--- src/rtl/step_tracker_if.sv ---
// Phase-bus connection between the ring-sequencer side and the step tracker.
// The master drives phase and control inputs; the slave returns the tracked position and status.
interface step_tracker_if #(
  parameter int POS_W = 8
) ();
  logic [3:0]       Phase;
  logic             Home;
  logic             Clear;
  logic [POS_W-1:0] Pos;
  logic             Dir;
  logic             StepPulse;
  logic             Locked;
  logic             Err;

  modport master (
    output Phase, Home, Clear,
    input  Pos, Dir, StepPulse, Locked, Err
  );

  modport slave (
    input  Phase, Home, Clear,
    output Pos, Dir, StepPulse, Locked, Err
  );
endinterface

--- src/rtl/step_tracker.sv ---
// Decodes one-hot phase changes into forward/backward steps on a wrapping position count,
// and latches illegal phase sequences as a fault until it is cleared.
module step_tracker #(
  parameter int POS_W = 8
) (
  input logic          CLK,
  input logic          reset,
  step_tracker_if.slave bus
);

  typedef enum logic [1:0] {
    UNLOCKED = 2'd0,
    LOCKED   = 2'd1,
    FAULT    = 2'd2
  } state_t;

  state_t           state, state_next;
  logic [3:0]       prev, prev_next;
  logic [POS_W-1:0] pos, pos_next;
  logic             dir, dir_next;
  logic             pulse, pulse_next;
  logic             locked, err;

  logic       valid;
  logic [3:0] fwd_succ;
  logic [3:0] bwd_succ;

  assign valid    = $onehot(bus.Phase);
  assign fwd_succ = {prev[2:0], prev[3]};
  assign bwd_succ = {prev[0], prev[3:1]};

  always_comb begin
    // NOTE: every value is defaulted before the case so no path leaves one unassigned and infers a latch.
    state_next = state;
    prev_next  = prev;
    pos_next   = pos;
    dir_next   = dir;
    pulse_next = 1'b0;

    unique case (state)
      UNLOCKED: begin
        if (valid) begin
          prev_next  = bus.Phase;
          state_next = LOCKED;
        end
      end

      LOCKED: begin
        // prev is always one-hot here, so matching a successor implies a legal code
        if (bus.Phase == prev) begin
          state_next = LOCKED;
        end else if (bus.Phase == fwd_succ) begin
          pos_next   = pos + 1'b1;
          dir_next   = 1'b1;
          pulse_next = 1'b1;
          prev_next  = bus.Phase;
        end else if (bus.Phase == bwd_succ) begin
          pos_next   = pos - 1'b1;
          dir_next   = 1'b0;
          pulse_next = 1'b1;
          prev_next  = bus.Phase;
        end else begin
          state_next = FAULT;
        end
      end

      FAULT: begin
        if (bus.Clear) begin
          if (valid) begin
            prev_next  = bus.Phase;
            state_next = LOCKED;
          end else begin
            state_next = UNLOCKED;
          end
        end
      end

      default: state_next = UNLOCKED;
    endcase

    // Home wins over any step, in every state
    if (bus.Home) pos_next = '0;
  end

  // NOTE: sequential state uses non-blocking assignments so all registers update together at the edge.
  always_ff @(posedge CLK) begin
    if (reset) begin
      state  <= UNLOCKED;
      prev   <= 4'b0001;
      pos    <= '0;
      dir    <= 1'b0;
      pulse  <= 1'b0;
      locked <= 1'b0;
      err    <= 1'b0;
    end else begin
      state  <= state_next;
      prev   <= prev_next;
      pos    <= pos_next;
      dir    <= dir_next;
      pulse  <= pulse_next;
      locked <= (state_next == LOCKED);
      err    <= (state_next == FAULT);
    end
  end

  assign bus.Pos       = pos;
  assign bus.Dir       = dir;
  assign bus.StepPulse = pulse;
  assign bus.Locked    = locked;
  assign bus.Err       = err;

endmodule

--- src/flat_wrapper.sv ---
// flat-port wrapper written by rule: the top's interface ports become plain ports
module step_tracker_flat 
#(
  parameter int POS_W = 8
)
  (CLK, reset, bus_Phase, bus_Home, bus_Clear, bus_Pos, bus_Dir, bus_StepPulse, bus_Locked, bus_Err);
  step_tracker_if #(.POS_W(POS_W)) bus_i ();
  input logic CLK;
  input logic reset;
  input wire logic [$bits(bus_i.Phase)-1:0] bus_Phase;
  input wire logic [$bits(bus_i.Home)-1:0] bus_Home;
  input wire logic [$bits(bus_i.Clear)-1:0] bus_Clear;
  output wire logic [$bits(bus_i.Pos)-1:0] bus_Pos;
  output wire logic [$bits(bus_i.Dir)-1:0] bus_Dir;
  output wire logic [$bits(bus_i.StepPulse)-1:0] bus_StepPulse;
  output wire logic [$bits(bus_i.Locked)-1:0] bus_Locked;
  output wire logic [$bits(bus_i.Err)-1:0] bus_Err;
  assign bus_i.Phase = bus_Phase;
  assign bus_i.Home = bus_Home;
  assign bus_i.Clear = bus_Clear;
  assign bus_Pos = bus_i.Pos;
  assign bus_Dir = bus_i.Dir;
  assign bus_StepPulse = bus_i.StepPulse;
  assign bus_Locked = bus_i.Locked;
  assign bus_Err = bus_i.Err;
  step_tracker #(.POS_W(POS_W)) u_core (.CLK(CLK), .reset(reset), .bus(bus_i));
endmodule
--- config.mk ---
export PLATFORM = sky130hd
export DESIGN_NAME = step_tracker_flat
export DESIGN_NICKNAME = d
export VERILOG_FILES = /design/src/rtl/step_tracker_if.sv /design/src/rtl/step_tracker.sv /design/src/flat_wrapper.sv
export SDC_FILE = /design/constraint.sdc
export NUM_CORES = 1
export LEC_CHECK = 0
export CORE_MARGIN = 1.5
export CORE_UTILIZATION = 48
export CTS_BUF_LIST = sky130_fd_sc_hd__clkbuf_4 sky130_fd_sc_hd__clkbuf_8
export CTS_CLUSTER_SIZE = 14
export DETAILED_ROUTE_END_ITERATION = 8
export PLACE_DENSITY = 0.71
export SETUP_SLACK_MARGIN = 0.4
export SLEW_MARGIN = 20
export SYNTH_ARGS = -nofsm -noshare
export SYNTH_HDL_FRONTEND = slang
export SYNTH_SLANG_ARGS = --single-unit
--- constraint.sdc ---
create_clock -name CLK -period 3.9 [get_ports CLK]
set_clock_uncertainty 0.1 [all_clocks]
set_input_delay 0.78 -clock CLK [delete_from_list [all_inputs] [get_ports CLK]]
set_output_delay 0.78 -clock CLK [all_outputs]
set_load 0.01 [all_outputs]
==> results of run 1 <==
metal layers:
metal,global-route usage (%),wire length [um],up-vias
met4,5.98,13,0
li1,-,-,504
met5,0,0,-
met1,26.3,1220,457
met2,33.5,1110,16
met3,2.82,79,2
stage by stage:
step	cell area [um^2]	hold WS [ns]	cells	total power [mW]	utilization, %
floorplan	1220	0.394	131	0.311	-
global placement	1430	0.363	177	0.344	58.8
detailed placement	1430	0.362	177	0.348	58.8
CTS	1470	0.380	181	0.467	60.3
global route	1470	0.394	181	0.493	60.6
finish	1470	0.380	181	0.464	60.6
worst max-delay path by stage:
| stage | from | end | cells after the start |
|---|---|---|---|
| global placement | bus_Phase[2] | u_core.bus.Pos[7] | 9 |
| floorplan | bus_Phase[3] | u_core.bus.Pos[7] | 8 |
| finish | bus_Phase[1] | u_core.bus.Pos[7] | 9 |
| global route | bus_Phase[0] | u_core.bus.Pos[7] | 9 |
| CTS | bus_Phase[2] | u_core.bus.Pos[7] | 9 |
| detailed placement | bus_Phase[2] | u_core.bus.Pos[7] | 9 |
power groups by stage:
stage | Sequential [mW] | Combinational, mW | Clock, mW
floorplan | 0.212 | 0.0994 | 0
global placement | 0.212 | 0.132 | 0
detailed placement | 0.213 | 0.135 | 0
CTS | 0.209 | 0.136 | 0.122
global route | 0.211 | 0.154 | 0.129
finish | 0.209 | 0.137 | 0.119
cell families (layout without fill, tap and decap cells):
family	count (synthesis)	in the layout	share of synthesized area, %
and+or+nand+nor	47	47	22.5
AOI/OAI and AO/OA	26	26	15.4
DFF	18	18	29.5
xor gates and xnor gates	17	17	12.2
adders and majority gates	11	11	12.5
muxes	7	7	5.74
buffers and inverters	5	25	2.15
cell usage after synthesis, types with 3 or more instances:
| cell type | n | area, um^2 |
|---|---|---|
| mux2i_1 | 7 | 70.1 |
| or2b_1 | 4 | 30.0 |
| nor2_1 | 15 | 56.3 |
| o21ai_0 | 5 | 25.0 |
| nand2_1 | 7 | 26.3 |
| xnor2_1 | 16 | 140 |
| dfxtp_1 | 18 | 360 |
| ha_1 | 9 | 113 |
| a21oi_1 | 8 | 40.0 |
| a31oi_1 | 3 | 18.8 |
| nand4_1 | 3 | 18.8 |
| nand2b_1 | 6 | 37.5 |
sequential cells by signal, summed over array words and instances, names as in the netlist:
register	cells
u_core.state	2
u_core.bus.StepPulse	1
u_core.bus.Err	1
u_core.prev	4
u_core.bus.Locked	1
u_core.bus.Pos	8
u_core.bus.Dir	1
layout make-up:
cell class	instances	area share (%)
multi-input combinational	108	57.1
sequential	18	24.4
timing repair buffer	19	12.9
tap	30	2.55
clock buffer	4	2.46
inverter	2	0.509
worst max-delay path, delay by kind of cell:
kind | cells | cell delay (ns)
simple gates | 3 | 0.88
compound gates | 3 | 0.54
buf+inv | 1 | 0.52
fa+ha+maj | 1 | 0.44
xor+xnor | 1 | 0.29
==> impl_metrics.tcl, run 1 <==
set metrics [dict create \
    fp.dieArea_um2 2860 \
    grt_pass1_wl_mm 4.16 \
    grt_use_total_pct 20.0 \
    startpoint_type "primary input" \
    fin_nets 171 \
    async_reset_ff_share_pct 0 \
    yosysSeqAreaShare_pct 29.5 \
    via_per_inst 5.41 \
    max_freq_mhz 302 \
    setup_viol 0 \
    grt_antenna_before_repair 0 \
    arrival_ns 3.45 \
    rows 18 \
    slew_headroom_pct 64.1 \
    drt-total-wl_mm 2.43 \
    cts-root-buf "clkbuf_4" \
    holdPathStages 2 \
    drc 0 \
    r2r_slack_ns 1.25 \
    hpwl_mm 1.86 \
    fin_crit_sh_pct 84.8 \
    fillerInstances 217 \
    hold_class "reg2reg" \
    switchingPower_mw 0.144 \
    rsz0062_at_grt "false" \
    seq_area_um2 360 \
    critPathCaptureType "flip-flop" \
    clk_latency_ns 0.29 \
    grt_start_max_net_pins 17 \
    io_buffers 19 \
    r2r-start "u_core.prev[2]" \
    cts_buffer_depth 2 \
    diodes 0 \
    cts_setup_buffers 0 \
    fin_crit_ns 3.31 \
    gp_congestion 0.822 \
    r2r-end "u_core.bus.Pos[7]" \
    path_max_fanout 15 \
    wl_per_cell_um 13.4 \
    cap_violations 0 \
    start_util_pct 50.2 \
    min_to "u_core.bus.Dir" \
    cts.sinks 18 \
    cts_tree "done" \
    cts_max_level 1 \
    critPathSlowestCell "clkdlybuf4s50_1" \
    yosys_most_used_dff "dfxtp_1" \
    min_from "u_core.bus.Dir" \
    drt_iter0_markers 14 \
    synth_edf_count 0 \
    die_h_um 53.4 \
    hold_viol 0 \
    die_w_um 53.4 \
    clk_pin_slew_ns 0.11 \
    crit_chain "clkdlybuf4s50_1 -> xnor2_1 -> nand4_4 -> ha_1 -> a21oi_1 -> a211oi_1 -> or4_1 -> o221a_2 -> nand3_2" \
    clock_power_share_pct 25.6 \
    tightest_slew_ns 0.538 \
    crit_type "in2reg" \
    holdBufCountCts 0 \
    slew_violations 0 \
    syn-cell-area_um2 1220 \
    drive_gt1_share_pct 8.61 \
    core_area_um2 2430 \
    final_common_cell "clkdlybuf4s50_1" \
    vdd_drop_max_mv 0.266 \
    area_growth_pct 20.7 \
    multi_input_area_um2 842 \
    setup_slack_ns 0.592 \
    overflow 0 \
    drtAntennaViolNets 0 \
    p_seq_share_pct 45.0 \
    vias 979 \
    status "finished clean" \
    p_int_mw 0.320 \
    p_leak_nw 0.561 \
    dr.pass1.iters 4 \
    synth_cells 131 \
    max_stage_delay_ns 0.52 \
    post-place-ws_ns 0.321 \
    yosysUniqueCellTypes 36 \
    cts-buffers-inserted 3 \
    ioPinCount 20 \
    power_frac_comb_pct 29.4 \
    final_cell_mix "clkdlybuf4s50_1, dfxtp_1, xnor2_1, nor2_1, ha_1" \
    cp.required_ns 4.04 \
    r2r_cells 8 \
    syn_nets 150 \
    switching_share_pct 31.1 \
    syn_area_per_cell_um2 9.32 \
    yosys_warnings 0 \
    grt_pass1_vias 940 \
    synth_seq_cells 18 \
    setup_tns_ns 0 \
    p_per_area_nw_per_um2 315 \
    cts_resized 0 \
]
Note: power is estimated with default switching activity, not from simulation.
==> run 2, diff against run 1 <==
Clock period 3.9 ns to 3.25 ns, I/O delays scaled along.
==> run 2 against run 1 <==
  * Sequential cell count did not move
  * Via count rose by 6.1%
  * Sequential share of layout area is 2.0 points lower
  * Final area is 8.7% higher
  * Critical endpoint is now u_core.bus.Pos[4]
==> impl_metrics.tcl, run 2 (same netlist as run 1, synthesis figures left out) <==
set metrics [dict create \
    die_w_um 53.4 \
    arrival_ns 2.62 \
    cts-root-buf "clkbuf_4" \
    area_growth_pct 31.3 \
    rows 18 \
    place_area_um2 1500 \
    drt_iter0_markers 24 \
    fin_total_pwr_mw 0.585 \
    fp.dieArea_um2 2860 \
    hold_ws_ns 0.388 \
    startpoint_type "primary input" \
    cts-buffers-inserted 3 \
    fin_crit_sh_pct 77.0 \
    final_common_cell "dfxtp_1" \
    grt_antenna_before_repair 0 \
    diodes 0 \
    p_per_area_nw_per_um2 365 \
    clk_latency_ns 0.31 \
    overflow 0 \
    fin_nets 182 \
    drive_gt1_share_pct 18.5 \
    via_per_inst 5.41 \
    slew_violations 0 \
    cp_num_buf_inv 3 \
    wl_per_cell_um 13.7 \
    grt_pass1_vias 952 \
    clk_pin_slew_ns 0.11 \
    grt_use_total_pct 20.6 \
    crit_type "in2reg" \
    design_area_um2 1600 \
    holdBufCountCts 0 \
    drtAntennaViolNets 0 \
    dr.pass1.iters 4 \
    drt-total-wl_mm 2.63 \
    status "finished clean" \
    post-place-ws_ns 0.0612 \
    path_max_fanout 7 \
    cp.required_ns 3.36 \
    critPathSlowestCell "fa_1" \
    critPathMostFrequentCell "buf_4" \
    setup_tns_ns 0 \
    drc 0 \
    p_leak_nw 0.667 \
    largest_reg_flops 8 \
    grt_start_max_net_pins 17 \
    cts_tree "done" \
    final_cell_mix "dfxtp_1, nor2_1, clkdlybuf4s50_1, xnor2_1, buf_4" \
    hold_viol 0 \
    setup_slack_ns 0.748 \
    die_h_um 53.4 \
    tightest_slew_ns 0.508 \
    io_buffers 19 \
    dp.cells 186 \
    fin_cells 192 \
    fin_util_pct 65.9 \
    crit_chain "dlymetal6s2s_1 -> xnor2_2 -> nand4_4 -> buf_4 -> fa_1 -> buf_4 -> a21o_1 -> a21oi_1 -> xnor2_1 -> mux2i_1 -> nor2_1" \
    max_freq_mhz 400 \
    gp_congestion 0.809 \
    grt_pass1_wl_mm 4.24 \
    start_util_pct 50.2 \
    cts.sinks 18 \
    vias 1039 \
    max_stage_delay_ns 0.41 \
    cts_max_level 1 \
    setup_viol 0 \
    hold_class "reg2reg" \
    path_delay_family "buffers and inverters" \
    fin_crit_ns 2.50 \
    critPathCaptureType "flip-flop" \
    hpwl_mm 1.89 \
    slew_headroom_pct 66.0 \
    cap_violations 0 \
    cts_buffer_depth 2 \
    rsz0062_at_grt "false" \
    ioPinCount 20 \
    vdd_drop_max_mv 0.252 \
    core_area_um2 2430 \
]
-- run 2: worst register-to-register path, stage by stage (launching register included) --
cell and delay (ns):
dfxtp_1 0.48, xnor2_2 0.17, nand4_4 0.20, buf_4 0.21, fa_1 0.41, buf_4 0.16
a21o_1 0.15, a21oi_1 0.17, xnor2_1 0.08, mux2i_1 0.15, nor2_1 0.05
-- run 2: area by class of cell --
type | count | area (um^2)
timing repair buffer | 30 | 283
multi-input combinational | 108 | 878
fill | 194 | 830
sequential | 18 | 360
clock buffer | 4 | 36.3
tap | 30 | 37.5
inverter | 2 | 7.51
-- run 2: final timing paths --
| kind | end | cells after the start | start | slack, ns |
|---|---|---|---|---|
| hold / removal | u_core.bus.Dir | 2 | u_core.bus.Dir | 0.39 |
| hold reg to reg | u_core.bus.Dir | 2 | u_core.bus.Dir | 0.39 |
| setup / recovery | u_core.bus.Pos[4] | 11 | bus_Phase[2] | 0.75 |
| setup reg to reg | u_core.bus.Pos[4] | 10 | u_core.prev[0] | 0.83 |
-- run 2: repair_timing --
action                     4_1_cts  5_1_grt
gates cloned                     0        0
resized for setup                4        7
setup buffers                    0        2
setup endpoints to repair        3        7
pin swaps                        0        4
-- run 2: power breakdown --
group	switching (mW)	total, mW	internal [mW]
sequential	0.0179	0.253	0.235
combinational	0.0888	0.184	0.0953
clock	0.0788	0.147	0.0685
-- run 2: routing by layer --
metal / wire, um / track usage (%) / vias to the layer above
met5: 0 / 0 / -
met4: 59 / 6.84 / 0
met3: 106 / 3.67 / 6
met2: 1130 / 29.6 / 26
met1: 1340 / 30.4 / 481
li1: - / - / 526
==> run 3, diff against run 2 <==
Clock period 3.25 ns to 2.4 ns, I/O delays scaled along.
==> run 3 against run 2 <==
  * Cell count is 9.9% higher
  * Clock power is 35% higher
  * Utilization is 16 points higher
  * Combinational power is 110% higher
  * Sequential cell count stayed put
  * Count of clock-buffer cells in the layout stayed put
  * Setup slack worse by 0.52 ns
  * Die area stayed put
  * Power is 58% higher
  * Final area is 24% higher
  * First-iteration DRC count is 29% lower
  * Sequential power is 36% higher
==> impl_metrics.tcl, run 3 (same netlist as run 1, synthesis figures left out) <==
set metrics [dict create \
    crit_type "in2reg" \
    hpwl_mm 2.33 \
    place_area_um2 1850 \
    start_util_pct 50.2 \
    via_per_inst 5.35 \
    arrival_ns 2.31 \
    diodes 0 \
    multi_input_area_um2 1080 \
    fillerInstances 144 \
    cp.required_ns 2.54 \
    drc 0 \
    grt_pass1_vias 1067 \
    fin_nets 201 \
    fp.dieArea_um2 2860 \
    grt_start_max_net_pins 16 \
    io_buffers 19 \
    drive_gt1_share_pct 40.9 \
    cts_tree "done" \
    p_leak_nw 0.768 \
    cts-root-buf "clkbuf_4" \
    wl_per_cell_um 15.5 \
    holdBufCountCts 0 \
    setup_viol 0 \
    die_h_um 53.4 \
    dp.cells 204 \
    dr.pass1.iters 4 \
    slew_violations 0 \
    clk_pin_slew_ns 0.11 \
    hold_class "reg2reg" \
    critPathCaptureType "flip-flop" \
    fin_cells 211 \
    vias 1128 \
    fin_total_pwr_mw 0.922 \
    drt-total-wl_mm 3.28 \
    clk_latency_ns 0.32 \
    cap_violations 0 \
    max_freq_mhz 460 \
    grt_use_total_pct 23.3 \
    cts_max_level 1 \
    seq_area_um2 377 \
    grt_pass1_wl_mm 4.78 \
    cts_buffer_depth 2 \
    rows 18 \
    startpoint_type "primary input" \
    fin_crit_ns 2.17 \
    area_growth_pct 62.8 \
    drtAntennaViolNets 0 \
    drt_iter0_markers 17 \
    hold_viol 0 \
    final_common_cell "buf_4" \
    design_area_um2 1990 \
    vdd_drop_max_mv 0.408 \
    final_cell_mix "buf_4, nor2_1, clkdlybuf4s50_1, dfxtp_1, xnor2_1" \
    gp_congestion 0.764 \
    path_max_fanout 4 \
    cts-buffers-inserted 3 \
    fin_crit_sh_pct 90.6 \
    die_w_um 53.4 \
    p_per_area_nw_per_um2 464 \
    grt_antenna_before_repair 0 \
    overflow 0 \
    status "finished clean" \
    tightest_slew_ns 0.321 \
    core_area_um2 2430 \
    ioPinCount 20 \
    rsz0062_at_grt "true" \
    cts.sinks 18 \
    largest_reg_flops 8 \
    slew_headroom_pct 78.5 \
]
## run 3: changes by cell type in the layout (fill, tap and decap cells not counted), sizes merged
cell,change
buf,+23
dlymetal6s2s,-4
## run 3: layout make-up
type / instances / area share (%)
inverter: 2 / 0.378
multi-input combinational: 108 / 54.2
sequential: 18 / 18.9
timing repair buffer: 49 / 22.8
clock buffer: 4 / 1.83
tap: 30 / 1.89
## run 3: worst paths after layout
| path | startpoint | endpoint | slack (ns) | depth (start not counted) |
|---|---|---|---|---|
| hold reg to reg | u_core.bus.Dir | u_core.bus.Dir | 0.39 | 2 |
| hold / removal | u_core.bus.Dir | u_core.bus.Dir | 0.39 | 2 |
| setup / recovery | bus_Phase[3] | u_core.prev[0] | 0.23 | 8 |
| setup reg to reg | u_core.prev[0] | u_core.bus.Pos[6] | 0.28 | 9 |
## run 3: through the flow
step                TNS (ns)  util, %  hold WS [ns]  worst slack [ns]
floorplan                  0        -         0.394             0.126
global placement       -5.28     75.9         0.364            -0.516
detailed placement     -5.99     75.9         0.368            -0.575
CTS                        0     80.5         0.394             0.272
global route               0     81.7         0.426             0.171
finish                     0     81.7         0.389             0.226
## run 3: repair_timing
action	in CTS	in global routing
cloned	0	0
setup buffers	3	0
pin swaps	14	5
setup endpoints to repair	18	12
resized for setup	44	6
## run 3: critical path, stage by stage
cell and delay, ns:
buf_8 0.11, buf_6 0.11, ha_4 0.24, ha_4 0.15, fa_1 0.48, nor4b_4 0.37
a21oi_4 0.14, mux2i_1 0.22
## run 3: metal layers
| layer | part of all wire, % | routed length, um | GRT usage [%] |
|---|---|---|---|
| met1 | 46 | 1520 | 30.2 |
| met2 | 47 | 1550 | 38.3 |
| met3 | 5.6 | 184 | 7.06 |
| met4 | 0.64 | 21 | 3.85 |
| met5 | 0 | 0 | 0 |
## run 3: where the power goes
group / switching [mW] / internal (mW) / total (mW)
logic: 0.169 / 0.210 / 0.379
clock network: 0.106 / 0.0930 / 0.199
registers: 0.0234 / 0.321 / 0.345
==> variant (config.mk and constraints of run 3) <==
`POS_W` is set to 8 in 3 places; all go to 10.
--- a/src/rtl/step_tracker_if.sv
+++ b/src/rtl/step_tracker_if.sv
@@ -2,5 +2,5 @@
 // The master drives phase and control inputs; the slave returns the tracked position and status.
 interface step_tracker_if #(
-  parameter int POS_W = 8
+  parameter int POS_W = 10
 ) ();
   logic [3:0]       Phase;
--- a/src/rtl/step_tracker.sv
+++ b/src/rtl/step_tracker.sv
@@ -2,5 +2,5 @@
 // and latches illegal phase sequences as a fault until it is cleared.
 module step_tracker #(
-  parameter int POS_W = 8
+  parameter int POS_W = 10
 ) (
   input logic          CLK,
--- a/src/flat_wrapper.sv
+++ b/src/flat_wrapper.sv
@@ -2,5 +2,5 @@
 module step_tracker_flat 
 #(
-  parameter int POS_W = 8
+  parameter int POS_W = 10
 )
   (CLK, reset, bus_Phase, bus_Home, bus_Clear, bus_Pos, bus_Dir, bus_StepPulse, bus_Locked, bus_Err);
Ports: changed (resized bus_Pos); port bits go from 20 to 22. No check against the original RTL was run, so the function may have changed too.
==> variant against run 3 <==
The flow now finishes with violations (negative setup slack); sequential power up 10%; area after synthesis up 7.6%; routed wire length up 29%; total power up 21%; count of clock-buffer cells in the layout unchanged; sequential share of layout area down 1.0 points; critical path depth up 2; cell count up 16%; design area up 14%; clock power up 7%; sequential cell count up 2; setup slack worse by 0.32 ns; critical path type is now flop to flop; largest cell class unchanged.
==> variant: results (changes against run 3) <==
| Metric | Value |
|---|---|
| Run status | `finished with violations (was finished, final reports clean)` |
| Failing checks | `negative setup slack` |
| Slew HR | `75.06% (was 78.51%)` |
| CP Max Fanout | `8 (was 4)` |
| Global placer's final weighted congestion | `0.8221 (was 0.7644)` |
| N_diodes | `0 (unchanged)` |
| Crit path largest cell delay | `0.39 ns (was 0.48 ns)` |
| Share of post-route cells with drive strength above 1 | `45.58% (was 40.88%)` |
| WP data arrival | `2.67 ns (was 2.31 ns)` |
| Vias in the first global route | `1328 (was 1067)` |
| Max reg flops | `10 (was 8)` |
| CP max stage cell | `or3_4 (was fa_1)` |
| Iter 0 DRT Violations | `62 (was 17)` |
| Pint | `725.3 µW (was 623.6 µW)` |
| Clock-cell share of area | `1.599% (was 1.825%)` |
| Area taken by multi-input logic gates | `1134 µm² (was 1077 µm²)` |
| Yosys cell types | `36 (unchanged)` |
| Comb group | `521 µW (was 379 µW)` |
| Post-DP HPWL | `2438 µm (was 2333 µm)` |
| WL per Instance | `17.25 µm (was 15.52 µm)` |
| Sequential element share of the synthesized area | `30.48% (was 29.51%)` |
| Comb_multi_in | `117 (was 108)` |
| Met3 Use GR | `3.513% (was 7.062%)` |
| Non-clock inverter total of the final layout | `5 (was 2)` |
| Met2 Wirelength | `2304 µm (was 1554 µm)` |
| Asr flop ratio synth | `0% (unchanged)` |
| Met1 Use GR | `28.05% (was 30.19%)` |
| Met3 wire len | `140 µm (was 184 µm)` |
| Setup Viol. Count Final | `1 (was 0)` |
| Dpl cell area | `1896 µm² (was 1846 µm²)` |
| Signal buf overhead | `27.95% (was 22.78%)` |
| Global-route wire length before repair | `5954 µm (was 4781 µm)` |
| Register share of total power | `34.2% (was 37.4%)` |
| Post-synth top flop | `dfxtp_1 (unchanged)` |
| Met2 GRT Util | `44.39% (was 38.27%)` |
| Max layer used | `met4 (unchanged)` |
| PnR worst setup slack | `-0.09458 ns (was 0.2256 ns)` |
| M1 wire length | `1660 µm (was 1515 µm)` |
| Net Count, Synth | `167 (was 150)` |
| GRT Util Overall | `24.28% (was 23.31%)` |
| P_leak | `0.0009157 µW (was 0.0007678 µW)` |
| Top cells by count, synth | `nor2_1, dfxtp_1, ha_1 (was dfxtp_1, xnor2_1, nor2_1)` |
| Signal buffers | `69 (was 49)` |
| Synth top area cells | `dfxtp_1, ha_1, mux2i_1 (was dfxtp_1, xnor2_1, ha_1)` |
| Worst vdd ir | `0.0004993 V (was 0.0004079 V)` |
| Ys Warns | `0 (unchanged)` |
| Maximum number of pins on one net before global-route repair | `12 (was 16)` |
| Reg area | `406.6 µm² (was 376.6 µm²)` |
| IO Port Bufs | `21 (was 19)` |
| DIE AREA | `3060 µm² (was 2856 µm²)` |
| Vias per cell | `5.555 (was 5.346)` |
| Fillcell total | `103 (was 144)` |
| TritonCTS Sinks | `20 (was 18)` |
variant: changes by cell type in the layout (fill, tap and decap cells not counted), moves of 5 or more:
cell,change
buf_4,+12
buf_6,+5
nand2b_1,-5
nor2_1,+6
xnor2_1,-9
xnor2_2,+6
xor2_1,+8
variant: path summary, 6_finish.rpt:
path,startpoint,endpoint,slack (ns),cells past startpoint
max,u_core.prev[3],u_core.bus.Pos[9],-0.09,10
min,u_core.bus.Dir,u_core.bus.Dir,0.40,2
max reg2reg,u_core.prev[3],u_core.bus.Pos[9],-0.09,10
min reg2reg,u_core.bus.Dir,u_core.bus.Dir,0.40,2
variant: through the flow:
step                      total power [µW]  worst slack (ns)  instances  utilization, %  setup TNS, ns
after global routing                  1162           -0.1891        245           89.98        -0.3692
after detailed placement             773.1           -0.8314        230           75.15         -8.903
after floorplan                      613.8           -0.2405        145               -        -0.2675
after CTS                             1040           0.02380        243           85.81              0
final                                 1112          -0.09458        245           89.98       -0.09458
after global placement               758.6           -0.7409        230           75.15         -8.054
variant: critical path: cells and delay by family (launching register included):
family,cells,cell delay (ns)
adder cells (fa/ha/maj),1,0.25
AND/OR/NAND/NOR,2,0.53
XOR/XNOR,1,0.13
flip-flops,1,0.35
AO/OA/AOI/OAI,5,0.89
buffers and inverters,1,0.19
variant: cell families (layout without fill, tap and decap cells):
logic type                 Yosys count  in the layout  synth area share [%]
DFF                                 20             20                 30.48
muxes                                9              9                 6.857
xor gates and xnor gates            19             19                 12.67
adders and majority gates           14             14                 14.48
and+or+nand+nor                     46             46                 16.86
AOI/OAI and AO/OA                   29             29                 16.29
buffers and inverters                8             78                 2.380
variant: timing repair:
item                       CTS  global route
pin swaps                   29            21
setup buffers                9             2
setup endpoints to repair   20            19
gates resized for setup     57            18
hold endpoints to repair     0             0
